### src/rtl/sort_pkg.sv
// Shared definitions for the in-place K-entry sorter.
// Holds the default sizes, the index/word types and the controller state
// enum used by the controller, the datapath and the benches.
package sort_pkg;

    localparam int K_DEF  = 8;
    localparam int W_DEF  = 8;
    localparam int AW_DEF = $clog2(K_DEF);

    typedef logic [AW_DEF-1:0] idx_t;
    typedef logic [W_DEF-1:0]  word_t;

    typedef enum logic [3:0] {
        ST_IDLE,
        ST_INIT,
        ST_LOAD_J,
        ST_READ_A,
        ST_READ_B,
        ST_CMP,
        ST_SWAP_I,
        ST_SWAP_J,
        ST_NEXT_J,
        ST_NEXT_I,
        ST_DONE
    } sort_state_t;

endpackage

### src/rtl/sort_mem.sv
// K x W register file for the sorter.
// One asynchronous read port and one synchronous write port sharing one address.
// Contents are deliberately not reset.
// Ports:
//   clk    rising-edge clock
//   addr   read/write address
//   we     write strobe
//   wdata  write data
//   rdata  mem[addr], combinational
module sort_mem
    import sort_pkg::*;
#(
    parameter int K  = K_DEF,
    parameter int W  = W_DEF,
    parameter int AW = $clog2(K)
) (
    input  logic          clk,
    input  logic [AW-1:0] addr,
    input  logic          we,
    input  logic [W-1:0]  wdata,
    output logic [W-1:0]  rdata
);

    logic [W-1:0] mem [K];

    always_ff @(posedge clk) begin
        if (we) begin
            mem[addr] <= wdata;
        end
    end

    assign rdata = mem[addr];

endmodule

### src/rtl/sort_datapath.sv
// Datapath of the in-place K-entry sorter.
// Executes controller strobes on the word memory, the i/j index counters and
// the A/B operand registers, and reports AgtB/zi/zj back to the controller.
// An external port owns the memory address while ext_en is high.
// Configuration macro: SORT_DESCEND_EN (defined: AgtB = A < B, descending sort;
// undefined: AgtB = A > B, ascending sort).
// Ports:
//   clk, rst            clock, synchronous active-low reset
//   EA, EB              load A/B from mem[addr]
//   Li, Ei, Lj, Ej      i <= 0, i <= i+1, j <= i+1, j <= j+1
//   Csel                internal address select (0 = i, 1 = j)
//   WE, Bout            internal write, write-data select (1 = B, 0 = A)
//   ext_en, ext_we      external address ownership and write strobe
//   ext_addr, ext_wdata external address and write data
//   ext_rdata           mem[addr], combinational
//   AgtB, zi, zj        compare result, i == K-2, j == K-1
module sort_datapath
    import sort_pkg::*;
#(
    parameter int K  = K_DEF,
    parameter int W  = W_DEF,
    parameter int AW = $clog2(K)
) (
    input  logic          clk,
    input  logic          rst,
    input  logic          EA,
    input  logic          EB,
    input  logic          Li,
    input  logic          Ei,
    input  logic          Lj,
    input  logic          Ej,
    input  logic          Csel,
    input  logic          WE,
    input  logic          Bout,
    input  logic          ext_en,
    input  logic          ext_we,
    input  logic [AW-1:0] ext_addr,
    input  logic [W-1:0]  ext_wdata,
    output logic [W-1:0]  ext_rdata,
    output logic          AgtB,
    output logic          zi,
    output logic          zj
);

    logic [AW-1:0] i;
    logic [AW-1:0] j;
    logic [AW-1:0] i_inc;
    logic [AW-1:0] j_inc;
    logic [W-1:0]  op_a;
    logic [W-1:0]  op_b;
    logic [AW-1:0] addr;
    logic          mem_we;
    logic [W-1:0]  mem_wdata;
    logic [W-1:0]  rdata;

    // Explicit wrap so K need not be a power of two.
    assign i_inc = (i == AW'(K - 1)) ? '0 : i + 1'b1;
    assign j_inc = (j == AW'(K - 1)) ? '0 : j + 1'b1;

    assign addr      = ext_en ? ext_addr : (Csel ? j : i);
    assign mem_we    = ext_en ? ext_we : WE;
    assign mem_wdata = ext_en ? ext_wdata : (Bout ? op_b : op_a);

    sort_mem #(
        .K  (K),
        .W  (W),
        .AW (AW)
    ) u_mem (
        .clk   (clk),
        .addr  (addr),
        .we    (mem_we),
        .wdata (mem_wdata),
        .rdata (rdata)
    );

    assign ext_rdata = rdata;

    // Lj uses the pre-edge i, so Ei and Lj together give j = old_i + 1.
    always_ff @(posedge clk) begin
        if (!rst) begin
            i    <= '0;
            j    <= '0;
            op_a <= '0;
            op_b <= '0;
        end else begin
            if (Li) begin
                i <= '0;
            end else if (Ei) begin
                i <= i_inc;
            end
            if (Lj) begin
                j <= i_inc;
            end else if (Ej) begin
                j <= j_inc;
            end
            if (EA) begin
                op_a <= rdata;
            end
            if (EB) begin
                op_b <= rdata;
            end
        end
    end

`ifdef SORT_DESCEND_EN
    assign AgtB = (op_a < op_b);
`else
    assign AgtB = (op_a > op_b);
`endif

    assign zi = (i == AW'(K - 2));
    assign zj = (j == AW'(K - 1));

endmodule
### config.mk
export PLATFORM = sky130hd
export DESIGN_NAME = sort_datapath
export DESIGN_NICKNAME = d
export VERILOG_FILES = /design/src/rtl/sort_pkg.sv /design/src/rtl/sort_mem.sv /design/src/rtl/sort_datapath.sv
export SDC_FILE = /design/constraint.sdc
export NUM_CORES = 1
export LEC_CHECK = 0
export ABC_CLOCK_PERIOD_IN_PS = 5800
export BUFFER_PORTS_ARGS = -buffer_cell sky130_fd_sc_hd__clkbuf_2
export CAP_MARGIN = 40
export CORE_MARGIN = 2
export CORE_UTILIZATION = 40
export CTS_CLUSTER_SIZE = 24
export DETAILED_ROUTE_END_ITERATION = 8
export SLEW_MARGIN = 0
export SYNTH_ARGS = -nofsm -noshare
export SYNTH_HDL_FRONTEND = slang
export SYNTH_SLANG_ARGS = --single-unit
### constraint.sdc
create_clock -name clk -period 5.8 [get_ports clk]
set_input_delay 0 -clock clk [delete_from_list [all_inputs] [get_ports clk]]
set_output_delay 0 -clock clk [all_outputs]
set_load 0.02 [all_outputs]
* Word level (Yosys, flattened, before mapping) *
Memory sizes are Yosys's and may differ from the RTL's.
Cells that the tools add are included.

word-level totals
  RAM bits = 64
  register bits after elaboration = 22
  logic and storage cells = 25
  memories kept = 1
  output and inout bits = 11
  bits of input ports = 24

memories
  memory     words  width  read ports  clocked after Yosys merged registers in  wr ports  RTL line        text
  u_mem.mem  8      8      1           0                                        1         sort_mem.sv:24  logic [W-1:0] mem [K];

operators by class
  add/subtract/negate cells = 2
  bitwise logic cells = 1
  reduce and logical (&&, ||, !) cells = 2
  magnitude comparators = 1
  mux-type cells = 11
  eq/ne operators = 3

operator list
  kind                 number
  $mux 3               6
  $mux 8               2
  $eq 3x3->1 const B   3
  $gt 8x8->1           1
  $add 3x1->3 const B  2
  $mux 1               3
  $reduce_bool 2->1    1
  $reduce_or 2->1      1
  $not 1->1            1

* Depth between registers and ports, before layout *
  word-level depth = 4
  mapped depth = 8
  depth with buffers taken out = 8

* Modules after synthesis *
A second synthesis with hierarchy kept.

unflattened totals
  cells, all modules = 271
  area total of the unflattened synthesis = 3932.5 um2

by module, submodules not included
  module         times used  seq. area each (um2)  cells each  area an instance (um2)
  sort_mem       1           1921.8                121         2555.0
  sort_datapath  1           440.4                 150         1377.6

* Worst setup path before layout *
Ideal clock, no wire load.

  kind = register to register
  start = reg i[0]
  end = mem u_mem.mem[2][0] (netlist bit), enable pin
  library setup time = 0.383 ns
  path buffers = 1
  data required time = 5.417 ns
  slack = 3.575 ns
  arrival = 1.842 ns
  clock period less this slack = 2.225 ns
  stages on the path, launching flop included = 6
  cell sequence = dfxtp_1 -> mux2_2 -> mux2i_1 -> buf_2 -> nand2_1 -> nor3_1

between the ends
  longest elaborated chain between the ends = 2

RTL lines
  what                    RTL line             text
  from (decl)             sort_datapath.sv:45  logic [AW-1:0] i;
  from (signal assigned)  sort_datapath.sv:89  i <= i_inc;
  $mux 3 (2 in a row)     sort_datapath.sv:60  assign addr = ext_en ? ext_addr : (Csel ? j : i);
  to (decl)               sort_mem.sv:24

No other way between the ends.

* Worst setup path after layout *
  start = reg i[1]
  end = out ext_rdata[4]

between the ends
  longest elaborated chain between the ends = 3

RTL lines
  what                 RTL line             text
  $mux 3 (2 in a row)  sort_datapath.sv:60
  $mem_v2 8x8          n/a
  to (decl)            sort_datapath.sv:39  output logic [W-1:0] ext_rdata,

No other way between the ends.

==> metrics <==
# DRC 0; Total Routing Usage GR 0.1844; total grt overflow 0; FF-to-FF Start i[2]; r2r setup slk between 3 and 4 ns; compound-cell area share of the yosys netlist 0.1414; CTS tree done; Internal around 1000 µW; final hold violations 0; CTS buffer count 9; Die Span Y roughly 100 µm; xor and xnor fraction of the mapped netlist area 0; Netlist cell types 42; Tightest Pin Transition approximately 0.82 ns; Ports 35; CTS H-tree lvls 3; Reg power frac 0.512; n_diodes 0; Primary FF master, synth edfxtp_1; final critical-path required period around 2.8 ns; number of flops mapped to enable cells by yosys between 60 and 70; wire per inst between 15 and 20 µm; Buffers on Ports 34; Via density between 5 and 6; mux share of post-synthesis cell area 0.1110; area grow syn2layout 15.08%; outcome finished, final reports clean; CTS sink count between 80 and 90; Worst path slowest cell o21a_1; Sw Pwr roughly 370 µW; clk_lat worst skew ~0.35 ns; vias about 2900; register area share after synthesis 0.5869; Post-Synth Adder-Cell Area 0.04041; cell count after synthesis roughly 330; post-CTS resize count 0; synthesized area per cell between 10 and 15 µm²; hold path startpoint EA; 1st-iter DRT viols 272; 1st-pass router iterations 5; Period Utilization, post-route 0.4802; cell area power density between 200 and 300 mW/mm²; Post-Synth Simple-Gate Area 0.08082; Hold Crit Class in -> reg; VDD IR max between 0.1 and 0.15 mV; Detail Route Antenna Nets 0; syn nets approximately 370; Lkg Pwr around 0.0018 µW; Rows 36; Rel. slew slack 0.4394; Placer Congestion ~0.86; DPL Wire Length ~6900 µm; Die X 104.3 µm; Syn. warnings 0; largest net degree at the start of global routing 32; CTS Root Cell clkbuf_8; setup ws final around 3.0 ns; initial antenna violation count 0; DIE AREA 0.01088 mm²; combinational share of power 0.155; CP Max Fanout 17; clock-pin slew on the worst setup and hold paths roughly 0.09 ns; worst setup path startpoint i[1]; Peak Freq 0.3590 GHz; Final nets just over 400; Clk pwr share 0.333; Setup TNS 0 ns; cts hold-fix bufs 3; CP Capture Type output pin; share of cells above drive strength 1 0.2304; Place WS around 3.2 ns; Critical Path Max Stage Delay between 0.6 and 0.7 ns; largest family of logic cells by synthesized area compound AO/OA/AOI/OAI gates; Final setup viols 0; maximum capacitance violations 0; CP required about 5.8 ns; switch share 0.2650; vias in the first global route ~2800; skew final between 0.009 and 0.01 ns; Cell Area, Synth 0.004025 mm²; CP Class reg -> out; Core Area about 0.0098 mm²; final WL about 9600 µm; Setup Fix Bufs, Post-CTS 0; clk buf depth 2; Slew Viols, Final 0; Post-synth ARST share 0; #FFs+latches synth between 80 and 90; Critical Path AT about 2.8 ns; Cell Chain, Critical Path mux2_4 -> o21a_1 -> mux4_2 -> a21oi_1 -> inv_1 -> clkbuf_2; Starting Density 0.4118; first-pass GRT wire length between 15000 and 20000 µm; RSZ-0062 raised after global routing no; CP startpoint kind flop
[stage by stage]
stage	hold slack, ns	cells	area [µm²]	total power, µW	utilization
floorplan	0.09458	329	4025	858.1	-
global placement	0.2830	488	4334	930.0	0.4434
detailed placement	0.2778	496	4382	936.5	0.4483
CTS	0.05062	515	4632	1395	0.4739
global route	0.09194	515	4632	1447	0.4739
finish	0.06701	515	4632	1386	0.4739
[placed cells by master, fill, tap and decap left out, types with 3 or more instances in the layout]
master	netlist	final
edfxtp_1	64	64
clkbuf_2	0	34
o21ai_0	29	29
nand2_1	25	25
a21oi_1	23	23
dfxtp_1	22	22
mux2i_1	20	20
inv_1	18	18
nor2_1	14	14
ha_1	13	13
buf_4	0	11
clkbuf_8	0	9
mux2_2	8	8
nand4_1	8	8
a31oi_1	5	5
mux4_2	5	5
a211oi_1	5	5
nor3_1	5	5
buf_2	4	5
nand2b_1	4	4
nand3_1	4	4
a32o_1	4	4
o31ai_1	4	4
and3_1	3	3
a21oi_2	3	3
o22ai_1	3	3
and2_1	3	3
dlygate4sd3_1	0	3
[layer usage]
metal,track usage,wire length [µm],up-vias
li1,-,-,1336
met1,0.2556,4431,1396
met2,0.2857,4406,108
met3,0.03509,599,17
met4,0.07239,189,0
met5,0,0,-
[cell families (layout without fill, tap and decap cells)]
logic type	Yosys count	count (layout)
buffers and inverters	35	88
AO/OA/AOI/OAI	90	90
flip-flops	86	86
adder cells (fa/ha/maj)	13	13
multiplexers	36	36
AND/OR/NAND/NOR	69	69
[sequential cells by signal, summed over array words and instances (netlist names)]
name       cells
op_a           8
op_b           8
u_mem.mem     64
j              3
i              3
[area by class of cell]
class,instances,area [µm²]
fill,910,5142
sequential,86,2362
multi-input combinational,208,1504
timing repair buffer,53,307.8
tap,133,166.4
clock buffer,9,123.9
clock inverter,7,96.34
inverter,19,71.32
[cells in the mapped netlist, drive strengths merged, types with 3 or more instances]
library cell,n,area share
nand2,25,0.023
clkbuf,9,0.0084
and2,3,0.0047
o22ai,3,0.0047
ha,13,0.040
o31ai,4,0.0075
a31oi,5,0.0078
inv,19,0.018
dfxtp,22,0.11
a32o,4,0.0099
nand2b,4,0.0062
buf,7,0.013
nor2,14,0.013
and3,3,0.0047
a21oi,26,0.035
o21ai,30,0.038
mux4,5,0.028
mux2i,21,0.053
nand4,8,0.012
nor3,5,0.0062
edfxtp,64,0.48
a211oi,5,0.0093
mux2,10,0.030
nand3,4,0.0050
[power groups by stage]
| stage | clock network, µW | registers [µW] | logic [µW] |
|---|---|---|---|
| global placement | 0 | 723 | 207 |
| detailed placement | 0 | 724 | 213 |
| finish | 461 | 710 | 215 |
| floorplan | 0 | 718 | 140 |
| global route | 495 | 713 | 239 |
| CTS | 469 | 710 | 216 |
[critical path, delay by kind of cell (launching register included)]
| family | cells | cell delay (ns) |
|---|---|---|
| flops | 1 | 0.39 |
| compound gates | 2 | 1.00 |
| mux | 2 | 0.81 |
| buf+inv | 2 | 0.23 |
[path summary, 6_finish.rpt]
| path | end | depth (start not counted) |
|---|---|---|
| worst min register to register | op_b[1] | 2 |
| worst max-delay path | ext_rdata[4] | 6 |
| worst max register to register | u_mem.mem[1][7] | 4 |
| worst min-delay path | op_a[0] | 2 |
No activity file was read; power rests on OpenSTA's default activity.
